## src/rtl/auth_cmd_tx.sv

```systemverilog
// rtl/auth_cmd_tx.sv - UART 8N1 transmitter for the 'g'/'s' power commands with one-deep pending request
module auth_cmd_tx #(
  parameter int BAUD_DIV = 2604,
  parameter int CNT_W    = 12
) (
  input  logic       clk,
  input  logic       rst,
  input  logic       go_req,
  input  logic       stop_req,
  output logic       TX,
  output logic       busy,
  output logic       tx_done,
  output logic [7:0] last_cmd
);

  localparam logic [1:0] S_IDLE  = 2'd0;
  localparam logic [1:0] S_START = 2'd1;
  localparam logic [1:0] S_DATA  = 2'd2;
  localparam logic [1:0] S_STOP  = 2'd3;

  localparam logic [CNT_W-1:0] BAUD_LAST = CNT_W'(BAUD_DIV - 1);
  localparam logic [7:0]       CMD_GO    = 8'h67;
  localparam logic [7:0]       CMD_STOP  = 8'h73;

  logic [1:0]       state_q, state_d;
  logic [9:0]       shreg_q, shreg_d;   // bit 0 is the line; shifts in ones so idle is high
  logic [CNT_W-1:0] baud_q, baud_d;
  logic [2:0]       bit_q, bit_d;
  logic             busy_q, busy_d;
  logic             done_q, done_d;
  logic [7:0]       last_q, last_d;
  logic [7:0]       cur_q, cur_d;       // byte of the frame in flight
  logic             pend_v_q, pend_v_d;
  logic [7:0]       pend_b_q, pend_b_d;

  logic       req_v;
  logic [7:0] req_b;
  logic       keep_pend;
  logic       merged_v;
  logic [7:0] merged_b;
  logic       bit_end;
  logic       launch;
  logic [7:0] launch_b;

  // Next-state logic: request arbitration, bit timing, shifting and frame chaining
  always_comb begin
    req_v     = go_req | stop_req;
    req_b     = stop_req ? CMD_STOP : CMD_GO;
    // A queued power-down must survive a later power-up request.
    keep_pend = pend_v_q && (pend_b_q == CMD_STOP) && (req_b == CMD_GO);
    if (req_v && !keep_pend) begin
      merged_v = 1'b1;
      merged_b = req_b;
    end else begin
      merged_v = pend_v_q;
      merged_b = pend_b_q;
    end
    bit_end  = (baud_q == '0);

    state_d  = state_q;
    shreg_d  = shreg_q;
    bit_d    = bit_q;
    cur_d    = cur_q;
    pend_v_d = pend_v_q;
    pend_b_d = pend_b_q;
    launch   = 1'b0;
    launch_b = CMD_GO;
    baud_d   = (state_q != S_IDLE && !bit_end) ? baud_q - 1'b1 : baud_q;

    if (state_q != S_IDLE) begin
      pend_v_d = merged_v;
      pend_b_d = merged_b;
    end

    case (state_q)
      S_IDLE: begin
        if (req_v) begin
          launch   = 1'b1;
          launch_b = req_b;
        end
      end
      S_START: begin
        if (bit_end) begin
          state_d = S_DATA;
          shreg_d = {1'b1, shreg_q[9:1]};
          baud_d  = BAUD_LAST;
          bit_d   = 3'd0;
        end
      end
      S_DATA: begin
        if (bit_end) begin
          shreg_d = {1'b1, shreg_q[9:1]};
          baud_d  = BAUD_LAST;
          if (bit_q == 3'd7) begin
            state_d = S_STOP;
          end else begin
            bit_d = bit_q + 3'd1;
          end
        end
      end
      default: begin
        // End of stop bit: chain straight into the next frame if one is waiting.
        if (bit_end) begin
          if (merged_v) begin
            launch   = 1'b1;
            launch_b = merged_b;
            pend_v_d = 1'b0;
          end else begin
            state_d = S_IDLE;
            shreg_d = '1;
          end
        end
      end
    endcase

    if (launch) begin
      state_d = S_START;
      shreg_d = {1'b1, launch_b, 1'b0};
      baud_d  = BAUD_LAST;
      bit_d   = 3'd0;
      cur_d   = launch_b;
    end

    done_d = (state_d == S_STOP) && (baud_d == '0);
    last_d = done_d ? cur_q : last_q;
    busy_d = (state_d != S_IDLE) || pend_v_d;
  end

  // State registers with synchronous reset; reset aborts any frame and drops requests
  always_ff @(posedge clk) begin
    if (rst) begin
      state_q  <= S_IDLE;
      shreg_q  <= '1;
      baud_q   <= '0;
      bit_q    <= '0;
      busy_q   <= 1'b0;
      done_q   <= 1'b0;
      last_q   <= 8'h00;
      cur_q    <= 8'h00;
      pend_v_q <= 1'b0;
      pend_b_q <= 8'h00;
    end else begin
      state_q  <= state_d;
      shreg_q  <= shreg_d;
      baud_q   <= baud_d;
      bit_q    <= bit_d;
      busy_q   <= busy_d;
      done_q   <= done_d;
      last_q   <= last_d;
      cur_q    <= cur_d;
      pend_v_q <= pend_v_d;
      pend_b_q <= pend_b_d;
    end
  end

  assign TX       = shreg_q[0];
  assign busy     = busy_q;
  assign tx_done  = done_q;
  assign last_cmd = last_q;

endmodule

```

## config.mk

```make
export PLATFORM = sky130hd
export DESIGN_NAME = auth_cmd_tx
export DESIGN_NICKNAME = d
export VERILOG_FILES = /design/src/rtl/auth_cmd_tx.sv
export SDC_FILE = /design/constraint.sdc
export NUM_CORES = 1
export LEC_CHECK = 0
export CAP_MARGIN = 10
export CORE_ASPECT_RATIO = 2
export CORE_MARGIN = 4
export CORE_UTILIZATION = 25
export DETAILED_ROUTE_END_ITERATION = 10
export SYNTH_ARGS = -nofsm -noshare
export SYNTH_HDL_FRONTEND = slang
export SYNTH_SLANG_ARGS = --single-unit
```

## constraint.sdc

```tcl
create_clock -name clk -period 3.9 [get_ports clk]
set_input_delay 0.585 -clock clk [delete_from_list [all_inputs] [get_ports clk]]
set_output_delay 0.585 -clock clk [all_outputs]
set_load 0.01 [all_outputs]
```

== After elaboration in Yosys (flattened, before gate mapping) ==
Cells that the tools add are included.

* Output and inout bits: 11
* Bits in registers: 54
* Word-level logic and storage cells: 83

* Equal/unequal tests: 12
* Reductions and logical operators: 21
* Add/sub/neg operators: 2
* Muxes and demuxes: 35
* Bitwise logic cells: 2

{| class="wikitable"
|+ Operators by type and width
! kind !! number
|-
| 2-to-1 mux 12 bit || 4
|-
| 2-to-1 mux 10 bit || 3
|-
| logical NOT 12 bit || 2
|-
| 2-to-1 mux 8 bit || 3
|-
| case mux 10 bit (2 select lines) || 1
|-
| case mux 8 bit (2 select lines) || 1
|-
| 2-to-1 mux 2 bit || 6
|-
| subtractor 12 x 1 -> 12 bit, second input constant || 1
|-
| 2-to-1 mux 5 bit || 2
|-
| inequality test 2 bit, second input constant || 5
|-
| 2-to-1 mux 3 bit || 3
|-
| 2-to-1 mux 9 bit || 1
|-
| == test 8 x 7 -> 1 bit, second input constant || 1
|-
| 2-to-1 mux 1 bit || 8
|-
| nonzero test 2 bit || 4
|-
| == test 7 bit, second input constant || 1
|-
| case mux 2 bit (3 select lines) || 1
|-
| case mux 3 bit (2 select lines) || 1
|-
| AND reduction 3 bit || 2
|-
| logical AND 1 bit || 5
|-
| == test 2 bit, second input constant || 2
|-
| AND reduction 4 bit || 1
|-
| OR reduction 2 bit || 2
|-
| adder 3 x 1 -> 3 bit, second input constant || 1
|-
| 10 further kinds || 11
|}

== Longest topological paths before layout ==
* Depth in word-level cells: 12
* Mapped depth: 11
* Mapped depth without buffers: 9

== Worst setup path before layout ==
Ideal clock, no wire load.

* Path type: flip-flop to flip-flop
* From: register state_q[0]
* To: register last_q[0], in the netlist last_cmd[0]
* Data arrival time: 2.863 ns
* Path slack: 0.965 ns
* Data required time: 3.828 ns
* Stages on the path, launching flop included: 10
* Library setup time: 0.072 ns
* Path through: dfxtp_1 inv_1 ha_1 or4_4 or2_1 nor4_1 xnor2_1 nand3_2 nor4_4 mux2i_1

* Longest elaborated chain between the ends: 8
* Elaborated cells between the ends (all ways): 21
* Those cells by class: eq/ne: 3; mux: 12; reduce/logical: 6

{| class="wikitable"
|+ Ends and longest elaborated chain
! element !! RTL line !! source
|-
| start, declared || 25 || <nowiki>logic [1:0] state_q, state_d;</nowiki>
|-
| start signal, assigned || 143 || <nowiki>state_q <= state_d;</nowiki>
|-
| nonzero test 2 bit || 68 || <nowiki>baud_d = (state_q != S_IDLE && !bit_end) ? baud_q - 1'b1 : baud_q;</nowiki>
|-
| logical AND 1 bit || 68 ||
|-
| 2-to-1 mux 12 bit || 68 ||
|-
| 2-to-1 mux 12 bit || 83, 91 ||
|-
| 2-to-1 mux 12 bit || -- ||
|-
| 2-to-1 mux 12 bit || 116 || <nowiki>if (launch) begin</nowiki>
|-
| logical NOT 12 bit || 124 || <nowiki>done_d = (state_d == S_STOP) && (baud_d == '0);</nowiki>
|-
| logical AND 1 bit * || 124 ||
|-
| end signal, assigned || 149 || <nowiki>last_q <= last_d;</nowiki>
|-
| end, declared || 31 || <nowiki>logic [7:0] last_q, last_d;</nowiki>
|}

Every way passes the cells marked *; elsewhere a longest branch is shown, timed or not.
A chain may end at the register's enable or synchronous reset.

== Worst setup path after layout ==
* From: register state_q[0]
* To: register last_q[6], in the netlist last_cmd[6]

Same word-level chain as after synthesis.

==> out/metrics.yaml <==
hpwlAfterDp_mm: 4.66
drc: 0
ys.flop_type: "dfxtp_1"
tightest_slew_ns: 0.927
die_h_um: 154
layout_common_cells: "53 x dfxtp_1, 42 x nor2_1, 20 x a21oi_1, 17 x nor3_1, 16 x or2b_2"
vias: 2217
antenna_found_initial: 0
peakVddDrop_mv: 0.176
yosys-top-cells-area: "dfxtp_1 40%, nor2_1 5.9%, or2b_2 5.2%"
yosysWarnings: 0
syn_inst: 305
cts_tree: "built"
hold_violations: 0
hold_path.class: "reg -> reg"
ys_seq_area_share_pct: 39.7
syn_nets: 318
place.gp.congestion: 0.890
coreArea_sq_mm: 0.0105
slew_headroom_pct: 38.2
grt_max_degree: 57
crit_fanout: 12
first_pass_iters: 4
crit_path_max_incr_delay_ns: 0.60
rsz0062_at_grt: "false"
viasPerCell: 4.89
ant_nets: 0
grt_pass1_wl_mm: 10.4
fin_nets: 328
setup_tns_ns: 0
powerDensity_mw_per_mm2: 466
diodes: 0
htreeDepth: 2
area_growth_pct: 16.0
cts_buffers: 5
critPathBufInv: 2
dp_slack_ns: 0.706
synth_area_leader_cell: "dfxtp_1"
clock_power_share_pct: 36.2
clock_skew_ns: 0.00373
status: "finished, final reports clean"
grt_usage_pct: 10.7
p_leak_nw: 1.09
port_buffers: 14
start_util_pct: 25.5
die-area_sq_mm: 0.0125
cts.sinks: 53
avgRoutedWirePerCell_um: 14.0
nFillCells: 1165
worst-setup-path-type: "reg -> reg"
setup_ws_ns: 0.686
m1WireLength_mm: 2.43
swShare_pct: 29.8
route.met2.wl_mm: 3.22
io-pin-count: 15
ctsResizeCount: 0
drt_iter0_markers: 142
wl_mm: 6.32
clk_pin_slew_ns: 0.07
start_kind: "register"
top_layer: "met4"
setup_viol: 0
synth_cell_types: 54
fmax_mhz: 311
path_cells: "inv_1 -> ha_1 -> or4_4 -> or2_1 -> nor4_1 -> xnor2_1 -> nand3_2 -> nor4_4 -> buf_4 -> mux2i_1"
final_max_slew_viol_count: 0
syn_area_sq_mm: 0.00267
p_int_mw: 1.01
endpoint_kind: "register"
multi_input_area_sq_mm: 0.00150
dieWidth_um: 81.1
postCtsSetupBuffers: 0
met3_length_um: 247
crit_required_ns: 4.13
ctsHoldBuffers: 0
drv_cap: 0
num_rows: 53
overflow: 0
p_seq_share_pct: 43.3
slowest_stage: "or4_4"
cts-root-buf: "clkbuf_16"
grt_pass1_vias: 2166
p_switching_uw: 431
async_flop_share_pct: 0
yosys_register_bits: 53
seq_area_sq_mm: 0.00106
fin_crit_ns: 3.21
fin_crit_sh_pct: 82.4
avgSynthCellArea_sq_um: 8.76
pwr-share-comb_pct: 20.4
cp_data_arrival_time_ns: 3.44
cts.path.max_buffers: 2
clock_latency_ns: 0.30
critical-path-top-delay-family: "simple AND/OR/NAND/NOR gates"
synth_top_area_share_pct: 39.7
fin_total_pwr_mw: 1.44
final_common_cell: "dfxtp_1"
drive_gt1_share_pct: 13.6
synth_edf_count: 0
==> worst paths after layout <==
check                             start                  endpoint  slack (ns)  cells after the start
setup / recovery  state_q[0]$_SDFF_PP0_  last_cmd[6]$_SDFFE_PP0P_        0.69                     10
hold / removal    cur_q[4]$_SDFFE_PP0P_     cur_q[4]$_SDFFE_PP0P_        0.45                      2
setup reg to reg  state_q[0]$_SDFF_PP0_  last_cmd[6]$_SDFFE_PP0P_        0.69                     10
hold reg to reg   cur_q[4]$_SDFFE_PP0P_     cur_q[4]$_SDFFE_PP0P_        0.45                      2
==> per-layer routing <==
layer  global-route usage [%]  up-vias
met5                        0        -
met4                     8.78        0
met3                     2.21       31
met2                     17.9       65
met1                     11.2     1020
li1                         -     1101
==> logic make-up after synthesis <==
logic type | share of synthesized area (%)
and+or+nand+nor | 29.4
AOI/OAI and AO/OA | 16.2
DFF | 39.7
buffers and inverters | 3.98
muxes | 4.22
adders and majority gates | 4.22
xor gates and xnor gates | 2.30
==> state kept, by name, summed over array words and instances (netlist names) <==
signal / flops
baud_q: 12
bit_q: 3
busy: 1
cur_q: 8
last_cmd: 8
pend_b_q: 8
pend_v_q: 1
shreg_q: 9
state_q: 2
tx_done: 1
==> power groups by stage <==
stage          clock network [mW]  logic (mW)  registers, mW
6_report                    0.524       0.295          0.626
5_1_grt                     0.565       0.329          0.633
3_5_place_dp                    0       0.294          0.638
2_1_floorplan                   0       0.227          0.627
3_3_place_gp                    0       0.288          0.636
4_1_cts                     0.541       0.295          0.625
==> final cells by class <==
type / count / share of cell area [%]
Tap cell: 137 / 5.53
Inverter: 8 / 0.969
Clock buffer: 5 / 4.04
Clock inverter: 3 / 1.61
Sequential cell: 53 / 34.2
Timing Repair Buffer: 17 / 5.09
Multi-Input combinational cell: 230 / 48.5
==> Yosys cell counts (all sizes together) (6+ instances only) <==
cell	instances
inv	8
o21ai	14
o22ai	7
a22oi	6
clkbuf	10
dfxtp	53
xnor2	6
nor4	6
or3	6
nor2	42
nand2	15
nor3	17
mux2i	9
ha	9
or2b	18
a21oi	20
==> worst register-to-register path, cell delays in order (launching register included) <==
cell	delay (ns)
dfxtp_1	0.40
inv_1	0.12
ha_1	0.36
or4_4	0.60
or2_1	0.29
nor4_1	0.32
xnor2_1	0.20
nand3_2	0.14
nor4_4	0.26
buf_4	0.23
mux2i_1	0.21
==> stage by stage <==
step	cells	cell area [sq um]	hold slack (ns)	util [%]
floorplan	305	2670	0.431	-
global placement	445	2920	0.440	27.9
detailed placement	445	2920	0.444	27.9
CTS	453	3100	0.454	29.6
global route	453	3100	0.487	29.6
finish	453	3100	0.453	29.6
Note: power is estimated with default switching activity, not from simulation.
